### src/rtl/pf_pkg.sv
// Shared types and defaults for the program fetch unit.
package pf_pkg;
  localparam int PF_ADDR_W = 10;
  localparam int PF_DATA_W = 8;
  localparam logic [PF_DATA_W-1:0] PF_END_MARK = 8'hFF;
  localparam int PF_FIFO_DEPTH = 2;

  typedef logic [1:0] pf_state_t;
  localparam pf_state_t IDLE  = 2'd0;
  localparam pf_state_t FETCH = 2'd1;
  localparam pf_state_t DRAIN = 2'd2;
  localparam pf_state_t DONE  = 2'd3;

  typedef struct packed {
    logic [PF_ADDR_W-1:0] addr;
    logic [PF_DATA_W-1:0] data;
  } fetch_entry_t;
endpackage

### src/rtl/pf_fifo.sv
// Small synchronous prefetch FIFO of {addr, data} entries with flush.
module pf_fifo
  import pf_pkg::*;
#(
  parameter int DEPTH = PF_FIFO_DEPTH,
  localparam int CNT_W = $clog2(DEPTH + 1)
) (
  input  logic               clk,
  input  logic               rst,
  input  logic               push,
  input  logic               pop,
  input  logic               flush,
  input  fetch_entry_t       wdata,
  output fetch_entry_t       rdata,
  output logic [CNT_W-1:0]   count,
  output logic               empty,
  output logic               full
);
  localparam int PTR_W = $clog2(DEPTH);

  fetch_entry_t mem [DEPTH];
  logic [PTR_W-1:0] rd_ptr, wr_ptr;
  logic do_push, do_pop;

  assign empty   = (count == '0);
  assign full    = (count == CNT_W'(DEPTH));
  assign do_pop  = pop && !empty;
  assign do_push = push && (!full || do_pop);
  assign rdata   = mem[rd_ptr];

  always_ff @(posedge clk) begin
    if (rst || flush) begin
      rd_ptr <= '0;
      wr_ptr <= '0;
      count  <= '0;
    end else begin
      if (do_push) wr_ptr <= wr_ptr + 1'b1;
      if (do_pop)  rd_ptr <= rd_ptr + 1'b1;
      count <= count + CNT_W'(do_push) - CNT_W'(do_pop);
    end
  end

  // storage needs no reset; emptiness is tracked by count
  always_ff @(posedge clk) begin
    if (do_push) mem[wr_ptr] <= wdata;
  end
endmodule

### src/rtl/program_fetch.sv
// Streams program bytes from memory to decode until the end marker,
// with epoch-tagged reads so redirects and markers drop stale data.
//   state | meaning
//   IDLE  | waiting for enable
//   FETCH | issuing reads, pushing returned bytes
//   DRAIN | no more reads; emptying FIFO and in-flight read
//   DONE  | program finished, waiting for enable low
module program_fetch
  import pf_pkg::*;
#(
  parameter int ADDR_W = PF_ADDR_W,
  parameter int DATA_W = PF_DATA_W,
  parameter logic [DATA_W-1:0] END_MARK = PF_END_MARK,
  parameter int FIFO_DEPTH = PF_FIFO_DEPTH
) (
  input  logic              clk,
  input  logic              rst,
  input  logic              enable,
  output logic              mem_rd_en,
  output logic [ADDR_W-1:0] mem_addr,
  input  logic [DATA_W-1:0] mem_rdata,
  output logic              byte_valid,
  output logic [DATA_W-1:0] byte_data,
  output logic [ADDR_W-1:0] byte_addr,
  input  logic              byte_ready,
  input  logic              redirect_valid,
  input  logic [ADDR_W-1:0] redirect_addr,
  output logic              running,
  output logic              done,
  output logic              overflow
);
  localparam int CNT_W = $clog2(FIFO_DEPTH + 1);

  pf_state_t         state;
  logic [ADDR_W-1:0] pc, rd_addr;
  logic [ADDR_W:0]   pc_next;
  logic              epoch, rd_epoch, inflight, rd_wrap, pc_wrap, overflow_q;
  logic [CNT_W-1:0]  fifo_count;
  logic [CNT_W:0]    occupancy;
  logic              fifo_empty, fifo_full;
  fetch_entry_t      head, push_entry;
  logic              pop, push, issue, ret_ok, ret_mark, redir_take;

  assign redir_take = redirect_valid && (state == FETCH || state == DRAIN);
  assign pop        = !fifo_empty && byte_ready;
  assign occupancy  = {1'b0, fifo_count} + (CNT_W+1)'(inflight) - (CNT_W+1)'(pop);
  assign issue      = (state == FETCH) && !pc_wrap && !(fifo_full && !pop)
                      && (occupancy < (CNT_W+1)'(FIFO_DEPTH));
  assign pc_next    = {1'b0, pc} + 1'b1;

  // a redirect in the return cycle overrides whatever the read brought back
  assign ret_ok     = inflight && (rd_epoch == epoch) && !redir_take;
  assign ret_mark   = ret_ok && (mem_rdata == END_MARK);
  assign push       = ret_ok && (mem_rdata != END_MARK);
  assign push_entry = '{addr: rd_addr, data: mem_rdata};

  assign mem_rd_en  = issue;
  assign mem_addr   = pc;
  assign byte_valid = !fifo_empty;
  assign byte_data  = fifo_empty ? '0 : head.data;
  assign byte_addr  = fifo_empty ? '0 : head.addr;
  assign running    = (state == FETCH) || (state == DRAIN);
  assign done       = (state == DONE);
  assign overflow   = overflow_q;

  pf_fifo #(.DEPTH(FIFO_DEPTH)) u_fifo (
    .clk   (clk),
    .rst   (rst),
    .push  (push),
    .pop   (pop),
    .flush (redir_take),
    .wdata (push_entry),
    .rdata (head),
    .count (fifo_count),
    .empty (fifo_empty),
    .full  (fifo_full)
  );

  always_ff @(posedge clk) begin
    if (rst) begin
      state      <= IDLE;
      pc         <= '0;
      epoch      <= 1'b0;
      inflight   <= 1'b0;
      rd_epoch   <= 1'b0;
      rd_addr    <= '0;
      rd_wrap    <= 1'b0;
      pc_wrap    <= 1'b0;
      overflow_q <= 1'b0;
    end else begin
      inflight <= issue;
      if (issue) begin
        rd_epoch <= epoch;
        rd_addr  <= pc;
        rd_wrap  <= pc_next[ADDR_W];
        pc       <= pc_next[ADDR_W-1:0];
        if (pc_next[ADDR_W]) pc_wrap <= 1'b1;
      end
      case (state)
        IDLE: if (enable) begin
          state   <= FETCH;
          pc      <= '0;
          epoch   <= ~epoch;
          pc_wrap <= 1'b0;
        end
        FETCH: if (ret_mark) begin
          state <= DRAIN;
          epoch <= ~epoch;
        end else if (push && rd_wrap) begin
          state      <= DRAIN;
          overflow_q <= 1'b1;
        end
        DRAIN: if (fifo_empty && !inflight) state <= DONE;
        DONE: if (!enable) begin
          state      <= IDLE;
          overflow_q <= 1'b0;
        end
        default: state <= IDLE;
      endcase
      if (redir_take) begin
        state   <= FETCH;
        epoch   <= ~epoch;
        pc      <= redirect_addr;
        pc_wrap <= 1'b0;
      end
    end
  end
endmodule

### config.mk
export PLATFORM = sky130hd
export DESIGN_NAME = program_fetch
export DESIGN_NICKNAME = d
export VERILOG_FILES = /design/src/rtl/pf_pkg.sv /design/src/rtl/pf_fifo.sv /design/src/rtl/program_fetch.sv
export SDC_FILE = /design/constraint.sdc
export NUM_CORES = 1
export LEC_CHECK = 0
export CORE_ASPECT_RATIO = 0.6
export CORE_MARGIN = 5
export CORE_UTILIZATION = 52
export DETAILED_ROUTE_END_ITERATION = 6
export PLACE_DENSITY = 0.8
export SLEW_MARGIN = 20
export SYNTH_ARGS = -nofsm -noshare
export SYNTH_HDL_FRONTEND = slang
export SYNTH_SLANG_ARGS = --single-unit
### constraint.sdc
create_clock -name clk -period 4.85 [get_ports clk]
set_input_delay 1.455 -clock clk [delete_from_list [all_inputs] [get_ports clk]]
set_output_delay 1.455 -clock clk [all_outputs]
set_load 0.01 [all_outputs]
After elaboration in Yosys (flattened, before gate mapping)
Memory sizes are Yosys's and may differ from the RTL's. A register that Yosys moved wholly into a read port is not among the register bits.
Index checks and enable logic that the tools add are counted.
- register bits after elaboration: 32
- RAM bits: 36
- input bits: 23
- word-level logic and storage cells: 103
- memories kept: 1
- add/sub/neg operators: 7
- order comparisons: 1
- equal/unequal tests: 18
- multiplexer cells: 29
- bitwise logic cells: 1
- reduce and logical (&&, ||, !) cells: 33
- memories (name ; depth ; width ; rd ports ; clocked after memory_dff ; write ports ; RTL line ; text):
    u_fifo.mem ; 2 ; 18 ; 1 ; 1 ; 1 ; pf_fifo.sv:21 ; fetch_entry_t mem [DEPTH];
- operators by type and width (cell ; number):
    10-bit 2-to-1 mux ; 5
    1-bit 2-to-1 mux ; 15
    1-bit logical AND ; 14
    4-bit AND reduction ; 3
    10-bit by 1-bit adder with 11-bit output, second input constant ; 1
    2-bit 2-to-1 mux ; 5
    3-bit by 2-bit inequality test with 1-bit output, second input constant ; 3
    8-bit equality test, second input constant ; 1
    8-bit 2-to-1 mux ; 1
    8-bit inequality test, second input constant ; 1
    2-bit case mux with 4 select lines ; 1
    1-bit logical NOT ; 7
    2-bit equality test, second input constant ; 3
    2-bit inequality test, second input constant ; 3
    3-bit inequality test, second input constant ; 2
    2-bit logical NOT ; 2
    2-bit by 1-bit inequality test with 1-bit output, second input constant ; 2
    4-bit by 3-bit inequality test with 1-bit output, second input constant ; 1
    1-bit case mux with 2 select lines ; 2
    2-bit by 1-bit adder with 3-bit output ; 1
    1-bit logical OR ; 3
    3-bit by 2-bit less-than comparator with 1-bit output, second input constant ; 1
    3-bit AND reduction ; 1
    3-bit nonzero test ; 1
    9 further kinds ; 10

Logic depth before layout (Yosys ltp)
- word-level depth: 12
- gate-level depth with buffers: 12

Cells and area by module
From an unflattened synthesis, not the netlist that was laid out.
- cell total of the unflattened synthesis: 275
- area total of the unflattened synthesis: 3150.5 µm²
- by module, submodules not included (module ; instances ; cells an instance ; area an instance (µm²) ; seq. area each (µm²)):
    program_fetch ; 1 ; 186 ; 1597.8 ; 560.5
    pf_fifo ; 1 ; 89 ; 1552.7 ; 1181.1

Worst setup path before layout
No wires, ideal clock.
- path type: input port to output port
- start point: in byte_ready
- end point: out mem_rd_en
- arrival time: 3.095 ns
- setup slack: 0.300 ns
- stages on the path: 9
- buffers on the path: 2
- cell sequence: nor2b_1 -> ha_1 -> inv_1 -> nand2_1 -> fa_1 -> and3b_1 -> and3_4 -> buf_6 -> buf_12
- word-level cells in the longest chain between the ends: 6
- elaborated cells between the ends (all ways): 8
- RTL lines (element ; RTL line ; text):
    from (decl) ; program_fetch.sv:25 ; input logic byte_ready,
    1-bit logical AND (*) ; program_fetch.sv:45 ; assign pop = !fifo_empty && byte_ready;
    branches (longest 4 deep; another with 3-bit by 1-bit subtractor with 3-bit output) ; n/a ;
    1-bit logical AND (*) ; program_fetch.sv:48 ; && (occupancy < (CNT_W+1)'(FIFO_DEPTH));
    to (decl) ; program_fetch.sv:19 ; output logic mem_rd_en,
Mark *: on every way between the ends.

Worst setup path after layout
Ends and elaborated chain as after synthesis.

==> run metrics <==
status=completed; die width=108 um; TritonRoute pass-1 iters=4; Netlist Area Pre-Place=2990 sq um; Critical Path, Cell by Cell=dlygate4sd2_1 -> nor2b_4 -> ha_4 -> inv_2 -> nand2_1 -> fa_1 -> and3b_1 -> and3_4 -> buf_6; drt total wl=6.06 mm; crit share post-route=95.1%; Starting Density=53.7%; Pwr Density=~540 nW/um^2; WHS=0.455 ns; DRC viols=0; sequential group share of total power=37.8%; Worst Path Required=3.39 ns; Critical Path End Type=output pin; Sink Count=69; Mapped Nets=approximately 290; num ports=56; worst setup margin=0.239 ns; first-pass GRT wire length=a little under 10 mm; Area growth syn-to-layout=29.4%; switching fraction of total power=33.2%; Layout Nets=between 300 and 400; initial antenna violation count=0; Synth Area per Inst=11.6 sq um; PortBufs=55; fraction of layout cells with a size suffix above 1=10.6%; pin count of the biggest net entering global routing=21; area leader, netlist=edfxtp_1; most area-consuming cells after synthesis=edfxtp_1, dfxtp_1, mux2i_1; # setup viols final=0; max-cap check violation count=0; Ys Warns=0; Filler cells=between 400 and 500; Root Buffer=clkbuf_8; worst vdd rail ir drop=~0.00034 V; Comb pwr share=just over 40%; cells after synthesis=259; routed len/inst=14.8 um; Int Power=~1.4 mW; Worst path top cell family by delay=adder cells; Reg clk slew, reported paths=0.07 ns; Critical Path Slowest Stage Cell=fa_1; clock network power share=21.3%; via/cell ratio=approximately 5; WP buf/inv=3; fin. max-slew vios=0; Iter 0 DRT Violations=88; Yosys top cell area share=36.1%; HP Class=register to register; routability cong.=approximately 0.85; crit path DAT=3.16 ns; Yosys reg bits=69; share of the yosys chip area belonging to registers=around three fifths; kind of critical path=input port to output pin; Place WS=-0.521 ns; nature of the critical path startpoint=input port; Max Freq=between 0.2 and 0.25 GHz; clock tree buffer depth=2; Slew Limit Headroom=32.8%; Skew-Pair Late Insertion Delay=0.34 ns; Final min period=4.61 ns; Core ar.=5570 sq um; worst slew pin tran=1.01 ns; num rows=21; leading cell type in the layout, fill and taps excluded=clkdlybuf4s50_1; number of antenna cells inserted=0; Total GRT Usage=17.7%; CP max FO=2; full die area=7420 sq um; Final Power=2.10 mW; Slowest Stage Delay on Critical Path=0.48 ns; via count=2078; total number of H-tree levels=3; die height=68.8 um; Detail Placement HPWL=4.46 mm; Final Skew=between 0.006 and 0.007 ns; CTS tree=done; RSZ-0062 raised after global routing=false; Hold-fix buffers, CTS=0; Inserted Clock Buffers=9; vias in the first global route=1989; Congestion Overflow GR=0; most frequent cells in the layout=clkdlybuf4s50_1, nor2_1, edfxtp_1; Static Leak=about 1.3 nW; post-route ant nets=0; unique cell type count in the Yosys netlist=36; final core occ=a little over two thirds; final hold violation count=0; NetSw=0.699 mW
==> logic make-up (layout without fill, tap and decap cells) <==
group,Yosys count,in the layout,share of synthesized area (%)
buffers and inverters,21,93,3.51
muxes,33,33,11.1
AOI/OAI and AO/OA,26,26,5.23
DFF,69,69,58.2
and+or+nand+nor,86,86,13.5
xor gates and xnor gates,15,15,4.39
adders and majority gates,9,9,4.02
==> final timing paths <==
path	start	end	slack [ns]	depth (start not counted)
worst max register to register	u_fifo.count[1]$_SDFF_PP0_	mem_addr[5]$_SDFF_PP0_	1.76	14
worst min register to register	pc_wrap$_SDFF_PP0_	pc_wrap$_SDFF_PP0_	0.45	2
worst min-delay path	pc_wrap$_SDFF_PP0_	pc_wrap$_SDFF_PP0_	0.45	2
worst max-delay path	byte_ready	mem_rd_en	0.24	9
==> repair_timing <==
action	4_1_cts	5_1_grt
buffers inserted	2	0
endpoints found under the setup margin	1	0
endpoints found under the hold margin	0	0
resized for setup	10	0
==> metrics by stage <==
stage,cell area (sq um),setup TNS (ns),instances
6_report,3870,0,411
3_3_place_gp,3640,-0.440,393
4_1_cts,3870,0,411
5_1_grt,3870,0,411
3_5_place_dp,3640,-0.521,393
2_1_floorplan,2990,0,259
==> cells in the mapped netlist, drive strengths merged <==
library cell and n:
ha 8, nand4 6, buf 4, xor2 6, nor2 41, o41a 1, and3 3, o21ai 13
or2 1, and2 1, nand2b 3, mux2 2, xnor2 9, nand2 18, a21o 1, fa 1
edfxtp 36, nor3b 1, a21bo 1, mux2i 31, and3b 1, o211ai 1, nor3 3, nand3 4
dfxtp 33, clkbuf 5, o21bai 1, or3b 1, inv 12, a21oi 6, nor2b 3, o31a 2
==> flip-flops by register name, summed over array words and instances, names as in the netlist, named ones only <==
register       flops
rd_addr           10
overflow           1
mem_addr          10
pc_wrap            1
inflight           1
epoch              1
u_fifo.rd_ptr      1
state              2
rd_wrap            1
rd_epoch           1
u_fifo.wr_ptr      1
u_fifo.mem        36
u_fifo.count       2
==> layout make-up <==
class,instances,area (sq um),share of cell area (%)
repair buffers,65,626,16.2
flip-flops and latches,69,1740,45.0
clock buffers,10,128,3.30
inverters,12,45.0,1.16
multi-input cells,169,1160,30.1
well taps,80,100,2.59
clock inverters,6,65.1,1.68
==> metal layers <==
metal  routed length (um)  GRT usage [%]  part of all wire (%)
met4                   65           5.35                   1.1
met5                    0              0                     0
met1                 2990           24.5                    49
met2                 2580           26.3                    43
met3                  428           6.33                   7.1
==> worst min-delay path, stage by stage (launching register included) <==
cell,delay (ns)
dfxtp_1,0.31
inv_1,0.05
a21oi_1,0.05
==> power groups by stage <==
stage / Sequential [mW] / Clock [mW] / Combinational, mW
floorplan: 0.777 / 0 / 0.530
global placement: 0.802 / 0 / 0.808
detailed placement: 0.808 / 0 / 0.827
CTS: 0.795 / 0.459 / 0.867
global route: 0.807 / 0.485 / 0.943
finish: 0.795 / 0.449 / 0.861
(Power assumes the default switching activity.)
